$ cat src/rtl/sha_block_feeder.sv
// Word-stream to 16-word block assembler feeding stage 0 of the SHA-256 pipeline.
// Presents each completed block as a W window with valid/newblock qualifiers.
module sha_block_feeder (
  input  logic             clk,
  input  logic             rst,
  input  logic [31:0]      word_i,
  input  logic             word_valid_i,
  input  logic             word_last_i,
  output logic [15:0][31:0] W_o,
  output logic             valid_o,
  output logic             newblock_o,
  output logic             err_o,
  output logic [31:0]      blocks_o
);

  typedef enum logic {StStart, StCont} state_e;

  state_e           r_state;
  state_e           w_state_d;
  logic [3:0]       r_idx;
  logic [3:0]       w_idx_d;
  logic [14:0][31:0] r_buf;
  logic [15:0][31:0] r_w;
  logic             r_valid;
  logic             r_newblock;
  logic             r_err;
  logic [31:0]      r_blocks;

  logic             w_emit;
  logic             w_frame_err;
  logic             w_buf_we;

  assign w_emit      = word_valid_i && (r_idx == 4'd15);
  assign w_frame_err = word_valid_i && word_last_i && (r_idx != 4'd15);
  // The 16th word bypasses the buffer straight into the output register.
  assign w_buf_we    = word_valid_i && (r_idx != 4'd15);

  always_comb begin
    w_state_d = r_state;
    w_idx_d   = r_idx;
    if (w_frame_err) begin
      w_state_d = StStart;
      w_idx_d   = 4'd0;
    end else if (w_emit) begin
      w_state_d = word_last_i ? StStart : StCont;
      w_idx_d   = 4'd0;
    end else if (word_valid_i) begin
      w_idx_d   = r_idx + 4'd1;
    end
  end

  always_ff @(posedge clk) begin
    if (rst) begin
      r_state    <= StStart;
      r_idx      <= 4'd0;
      r_w        <= '0;
      r_valid    <= 1'b0;
      r_newblock <= 1'b0;
      r_err      <= 1'b0;
      r_blocks   <= 32'd0;
    end else begin
      r_state <= w_state_d;
      r_idx   <= w_idx_d;
      r_valid <= w_emit;
      if (w_emit) begin
        r_w        <= {word_i, r_buf};
        r_newblock <= (r_state == StStart);
        r_blocks   <= r_blocks + 32'd1;
      end
      if (w_frame_err) begin
        r_err <= 1'b1;
      end
    end
  end

  // Buffer contents are don't-care after reset, so no reset term here.
  always_ff @(posedge clk) begin
    if (!rst && w_buf_we) begin
      r_buf[r_idx] <= word_i;
    end
  end

  assign W_o        = r_w;
  assign valid_o    = r_valid;
  assign newblock_o = r_newblock;
  assign err_o      = r_err;
  assign blocks_o   = r_blocks;

endmodule

$ cat config.mk
export PLATFORM = sky130hd
export DESIGN_NAME = sha_block_feeder
export DESIGN_NICKNAME = d
export VERILOG_FILES = /design/src/rtl/sha_block_feeder.sv
export SDC_FILE = /design/constraint.sdc
export NUM_CORES = 1
export LEC_CHECK = 0
export BUFFER_PORTS_ARGS = -buffer_cell sky130_fd_sc_hd__buf_2
export CAP_MARGIN = 20
export CORE_MARGIN = 4
export CORE_UTILIZATION = 48
export CTS_BUF_LIST = sky130_fd_sc_hd__clkbuf_8
export CTS_CLUSTER_SIZE = 25
export DETAILED_ROUTE_END_ITERATION = 8
export PLACE_DENSITY = 0.7
export SETUP_SLACK_MARGIN = 0.05
export SLEW_MARGIN = 25
export SYNTH_ARGS = -nofsm -noshare
export SYNTH_HDL_FRONTEND = slang
export SYNTH_SLANG_ARGS = --single-unit
$ cat constraint.sdc
create_clock -name clk -period 2.98 [get_ports clk]
set_clock_uncertainty 0.1 [all_clocks]
set_input_delay 0.298 -clock clk [delete_from_list [all_inputs] [get_ports clk]]
set_output_delay 0.298 -clock clk [all_outputs]
set_load 0.01 [all_outputs]
==> results of run 1 <==
[final cells by class]
| type | count | area, um2 |
|---|---|---|
| clock inverter | 103 | 543 |
| clock buffer | 192 | 2640 |
| inverter | 6 | 22.5 |
| antenna | 4 | 10.0 |
| multi-input combinational | 1726 | 7610 |
| tap | 940 | 1180 |
| timing repair buffer | 655 | 3700 |
| fill | 5790 | 28700 |
| sequential | 1032 | 25500 |
[registers in the layout, summed over array words and instances (netlist names)]
register and cells:
blocks_o 32, r_buf 480, r_state 1, newblock_o 1, valid_o 1, W_o 512, r_idx 4, err_o 1
[power by group through the flow]
| stage | Clock, mW | Sequential [mW] | Combinational, mW |
|---|---|---|---|
| finish | 11.5 | 14.9 | 0.515 |
| global route | 12.4 | 14.9 | 0.529 |
| CTS | 11.7 | 14.9 | 0.513 |
| detailed placement | 0 | 15.2 | 0.476 |
| global placement | 0 | 15.2 | 0.476 |
| floorplan | 0 | 15.2 | 0.130 |
[per-layer routing]
layer	vias to the layer above	wire [um]	track usage
met1	11700	40100	0.345
li1	11300	-	-
met2	1108	47600	0.411
met5	-	0	0
met3	173	9010	0.0628
met4	0	3550	0.106
[timing repair]
action / 4_1_cts / 5_1_grt
hold buffers: 35 / 0
resized for setup: 0 / 0
endpoints found under the hold margin: 411 / 0
[cell families (layout without fill, tap and decap cells)]
| group | after synthesis | count (layout) | share of synthesized area |
|---|---|---|---|
| and+or+nand+nor | 1144 | 1144 | 0.135 |
| DFF | 1032 | 1032 | 0.754 |
| AOI/OAI and AO/OA | 567 | 567 | 0.0855 |
| buffers and inverters | 192 | 956 | 0.0216 |
| xor gates and xnor gates | 8 | 8 | 0.00207 |
| adders and majority gates | 5 | 5 | 0.00185 |
| muxes | 2 | 2 | 0.000630 |
| other | 0 | 4 | 0 |
[worst max-delay path by stage]
stage / from / endpoint / slack, ps / depth (start not counted)
global placement: r_idx[0]$_SDFFE_PP0P_ / blocks_o[31]$_SDFFE_PP0P_ / 550 / 5
detailed placement: r_idx[0]$_SDFFE_PP0P_ / blocks_o[31]$_SDFFE_PP0P_ / 520 / 5
finish: r_idx[0]$_SDFFE_PP0P_ / blocks_o[31]$_SDFFE_PP0P_ / 450 / 5
floorplan: r_idx[0]$_SDFFE_PP0P_ / r_buf[384]$_DFFE_PP_ / 620 / 4
CTS: r_idx[0]$_SDFFE_PP0P_ / blocks_o[31]$_SDFFE_PP0P_ / 490 / 5
global route: r_idx[0]$_SDFFE_PP0P_ / blocks_o[31]$_SDFFE_PP0P_ / 340 / 5
[cell usage after synthesis]
library cell	number	area share
nand4_2	1	0.00037
mux2_2	1	0.00033
or4_1	21	0.0047
nand2_1	1040	0.12
edfxtp_1	480	0.43
or4_4	1	0.00033
nor4bb_1	1	0.00030
xor2_1	3	0.00078
nor3_1	3	0.00044
nand4_1	10	0.0019
and3_1	8	0.0015
and2_1	7	0.0013
dfxtp_1	552	0.33
mux2i_1	1	0.00030
nor4_1	1	0.00019
buf_1	5	0.00056
nor2_1	17	0.0019
inv_1	6	0.00067
a31oi_1	1	0.00019
nand3_1	14	0.0021
a21oi_1	538	0.080
and4_1	5	0.0013
o21ai_0	8	0.0012
buf_2	2	0.00030
nand2b_1	1	0.00019
or2_2	1	0.00019
a21o_1	1	0.00022
xnor2_1	5	0.0013
o31ai_1	17	0.0038
nor2b_1	3	0.00056
a211oi_1	2	0.00044
nor4b_1	1	0.00026
buf_6	1	0.00033
or3_1	9	0.0017
clkbuf_1	178	0.020
ha_1	5	0.0019
[metrics by stage]
step           utilization  std cells
2_1_floorplan            -       2950
3_3_place_gp         0.538       4324
3_5_place_dp         0.538       4324
4_1_cts              0.589       4654
5_1_grt              0.589       4655
6_report             0.589       4658
[critical path: cells and delay by family, from the launching register on]
family,cells,cell delay (ps)
fa+ha+maj,1,400
simple gates,3,1400
compound gates,1,150
flops,1,410
==> flow_summary.toml, run 1 <==
[floorplan]
die_area_mm2 = 0.0747
dieHeight_um = 273
io_pins = 583
rows = 97
core-area_mm2 = 0.0699
initial_utilization = 0.483
fp.dieW_um = 273

[sta]
finalCritPeriodShare = 0.849
hold_violations = 0
maxSlewViolCount = 0
worstMarginPinSlew_ps = 1020
fin_ws_ps = 450
fmax_mhz = 395
setup_viol = 0
timing.final.crit_period_ps = 2530
slew_headroom = 0.318
hold_slack_ps = 232
setup_tns_ps = 0
rsz0062_at_grt = "no"

[worst_setup_path]
cp-end-kind = "flop"
reg2regPathDepth = 5
cp_slowest_cell = "or4_4"
critPathRequiredTime_ps = 3600
cpPeakStageDelay_ps = 670
worstReg2RegEnd = "blocks_o[31]$_SDFFE_PP0P_"
cp_max_fo = 14
path_class = "flop to flop"
reg2reg_slack_ps = 450
r2r_start = "r_idx[0]$_SDFFE_PP0P_"
path_cells = "ha_1 -> nand4_4 -> or4_4 -> or4_1 -> a21oi_1"
start_kind = "flop"
cp.arrival_ps = 3150

[power_and_ir_drop]
p_sw_mw = 5.94
pwr-share-clk = 0.429
netSwitchingFraction = 0.221
p_per_area_mw_per_mm2 = 654
p_total_mw = 26.9
ir_worst_vdd_mv = 0.483
intPower_mw = 21.0
combPwrFrac = 0.019
p_leak_nw = 15.5
power_frac_seq = 0.552

[finish]
postLayoutCellArea_mm2 = 0.0412
syn_to_final_growth_pct = 21.9
nets = 3623
final_cell_mix = "nand2_1 (1,040), buf_2 (581), dfxtp_1 (552)"
final_common_cell = "nand2_1"
layout-drive-gt1-share = 0.228

[clock_tree]
htree_levels = 4
cts_made_buffers = 161
clk_latency_ps = 790
cts_root_buf = "clkbuf_8"
clk_path_buf_depth = 3
cts_tree = "built"
post_cts_buffers = 0
clk_pin_slew_ps = 60
clock-sinks = 1032

[hold_path]
holdPathEnd = "r_state$_SDFFE_PP0P_"
hold_class = "primary input to flop"
hold_path_startpoint = "word_last_i"
whs_path_depth = 3

[global_routing]
grt_usage = 0.259
antenna_found_initial = 9
grt_max_degree = 199
grt_pass1_wl_mm = 144
overflow = 0
grt_pass1_vias = 22300

[logic_synthesis]
ys_types = 36
synth_cells = 2950
yosys_warnings = 0
syn-num-nets = 2991
syn_area_per_cell_um2 = 11.5
syn-cell-area_mm2 = 0.0338
seq_area_frac_synth = 0.754
synth_seq_cells = 1032

[placement]
dpl.hpwl_mm = 58.0
port_buffers = 582
gp_congestion = 0.833
placed_area_mm2 = 0.0376
dpl_worst_slack_ps = 516

[detailed_routing]
routedWlPerCell_um = 21.5
drt_wl_total_mm = 100
vias = 24300
drtIter0Drc = 2797
drc = 0
first_pass_iters = 6
detail_route.vias_per_cell = 5.21
drtAntennaViolNets = 0

[run_status]
status = "finished, final reports clean"

[job]
cap_violations = 0
Power figures use the tool's default switching activity.
==> run 2, diff against run 1 <==
--- a/config.mk
+++ b/config.mk
@@ -12,7 +12,7 @@
 export CTS_BUF_LIST = sky130_fd_sc_hd__clkbuf_8
 export CTS_CLUSTER_SIZE = 25
 export DETAILED_ROUTE_END_ITERATION = 8
-export PLACE_DENSITY = 0.7
+export PLACE_DENSITY = 0.73
 export SETUP_SLACK_MARGIN = 0.05
 export SLEW_MARGIN = 25
 export SYNTH_ARGS = -nofsm -noshare
==> constraint.sdc (replaced) <==
create_clock -name clk -period 2 [get_ports clk]
set_clock_uncertainty 0.1 [all_clocks]
set_input_delay 0.2 -clock clk [delete_from_list [all_inputs] [get_ports clk]]
set_output_delay 0.2 -clock clk [all_outputs]
set_load 0.01 [all_outputs]
==> run 2 against run 1 <==
  * The run now ends with negative setup slack left
  * Largest power group unchanged
  * Die area is the same
  * Cell area grew 3.3%
  * Worst setup slack lost 480 ps
  * Critical endpoint is now blocks_o[26]$_SDFFE_PP0P_
  * Critical path depth is the same
  * Clock power grew 43%
==> flow_summary.toml, run 2 (same netlist as run 1, synthesis figures left out) <==
[run_status]
status = "complete, but fails checks"
violations = "negative setup slack"

[detailed_routing]
routedWlPerCell_um = 21.8
drt-met1-wl_mm = 39.9
detail_route.vias_per_cell = 5.29
wl_met2_mm = 48.2
vias = 25200
drtAntennaViolNets = 0
drtIter0Drc = 2755
wl_met3_mm = 11.2
highest_layer = "met5"
first_pass_iters = 6
drc = 0
drt_wl_total_mm = 104

[clock_tree]
cts_made_buffers = 159
cts_root_buf = "clkbuf_8"
clk_latency_ps = 800
clk_path_buf_depth = 3
clock-sinks = 1032
htree_levels = 4
cts_tree = "built"
clk_pin_slew_ps = 70

[worst_setup_path]
cp-end-kind = "flop"
r2r_start = "blocks_o[12]$_SDFFE_PP0P_"
cp.arrival_ps = 2660
start_kind = "flop"
critPathRequiredTime_ps = 2620
cp_max_fo = 6
critPathTopFamily = "simple AND/OR/NAND/NOR gates"
cpPeakStageDelay_ps = 500
worstReg2RegEnd = "blocks_o[26]$_SDFFE_PP0P_"
cp_num_buf_inv = 1
path_class = "flop to flop"
path_cells = "nand4_1 -> buf_4 -> or4_4 -> or4_4 -> a21oi_2"
cpMostUsedCell = "or4_4"
cp_slowest_cell = "or4_4"
reg2regPathDepth = 5
reg2reg_slack_ps = -30

[floorplan]
rows = 97
io_pins = 583
core-area_mm2 = 0.0699
initial_utilization = 0.483
die_area_mm2 = 0.0747
dieHeight_um = 273
fp.dieW_um = 273

[placement]
dpl_worst_slack_ps = -14.8
dpl.hpwl_mm = 62.8
port_buffers = 582
gp_congestion = 0.840
placed_area_mm2 = 0.0387

[sta]
slew_headroom = 0.413
timing.final.crit_period_ps = 2030
worstMarginPinSlew_ps = 880
maxSlewViolCount = 0
rsz0062_at_grt = "yes"
hold_slack_ps = 201
fin_ws_ps = -33.8
finalCritPeriodShare = 1.02
setup_viol = 6
fmax_mhz = 492
hold_violations = 0

[hold_path]
hold_class = "primary input to flop"
holdPathEnd = "r_state$_SDFFE_PP0P_"
whs_path_depth = 3
hold_path_startpoint = "word_last_i"

[global_routing]
grt_max_degree = 100
antenna_found_initial = 13
grt_pass1_wl_mm = 147
overflow = 0
grt_usage = 0.266
grt_pass1_vias = 23400

[finish]
final_cell_mix = "nand2_1 (1,040), buf_2 (581), dfxtp_1 (538)"
nFillCells = 5533
largest_register_ffs = 512
postLayoutCellArea_mm2 = 0.0425
seq_area_mm2 = 0.0255
syn_to_final_growth_pct = 25.8
final_common_cell = "nand2_1"
layout-drive-gt1-share = 0.256
multi_input_area_mm2 = 0.00776
nets = 3717

[power_and_ir_drop]
ir_worst_vdd_mv = 0.559
p_per_area_mw_per_mm2 = 930
p_leak_nw = 16.1

[job]
cap_violations = 0
-- run 2: cell types whose count changed in the layout (fill, tap and decap cells not counted), moves of 7 or more --
cell      change
dfxtp_1      -14
clkbuf_8     -12
buf_4        +45
dfxtp_2      +11
buf_6         +8
or4_4         +8
buf_12       +32
inv_1         +7
or4_1         -7
-- run 2: worst min-delay path: stages --
cell,delay [ps]
dlygate4sd3_1,550
buf_2,170
a211oi_1,90
-- run 2: layout make-up --
type	instances	area share
sequential	1032	0.600
inverter	6	0.000530
clock buffer	180	0.0583
multi-input combinational	1727	0.183
clock inverter	115	0.0134
timing repair buffer	750	0.118
tap	940	0.0277
antenna	7	0.000412
-- run 2: where the power goes --
group | internal (mW) | leakage, nW | total (mW) | switching (mW)
combinational | 0.153 | 5.53 | 0.850 | 0.698
sequential | 22.1 | 8.78 | 22.1 | 0.0147
clock | 8.44 | 1.84 | 16.5 | 8.11
total | 30.7 | 16.1 | 39.5 | 8.82
-- run 2: what timing repair did --
action                                  in CTS  in global routing
buffers inserted                             4                  7
endpoints found under the hold margin      586                  0
cloned                                       1                  4
resized for setup                            9                 37
pin swaps                                    0                 14
hold buffers                                36                  0
endpoints found under the setup margin      17                255
-- run 2: worst max path at each step --
stage                              start                   endpoint  slack (ps)  cells after the start
2_1_floorplan      r_idx[1]$_SDFFE_PP0P_  blocks_o[28]$_SDFFE_PP0P_        -100                      7
4_1_cts            r_idx[1]$_SDFFE_PP0P_  blocks_o[12]$_SDFFE_PP0P_          30                      6
3_5_place_dp       r_idx[1]$_SDFFE_PP0P_  blocks_o[29]$_SDFFE_PP0P_         -10                      5
5_1_grt            r_idx[0]$_SDFFE_PP0P_  blocks_o[29]$_SDFFE_PP0P_         -90                      6
3_3_place_gp       r_idx[1]$_SDFFE_PP0P_  blocks_o[27]$_SDFFE_PP0P_          -8                      5
6_report       blocks_o[12]$_SDFFE_PP0P_  blocks_o[26]$_SDFFE_PP0P_         -30                      5
-- run 2: per-stage QoR --
stage	instances	util	total power, mW	setup TNS [ps]
final	4757	0.608	39.5	-136
after global routing	4752	0.608	40.9	-633
after CTS	4739	0.604	39.8	0
after detailed placement	4403	0.554	23.4	-34.5
after global placement	4403	0.554	23.4	-8.36
after floorplan	2950	-	22.8	-210
-- run 2: routing by layer --
layer  vias to the layer above  track usage
met1                     12100        0.350
met5                         -            0
met2                      1308        0.406
met4                         2        0.130
met3                       224       0.0800
li1                      11500            -
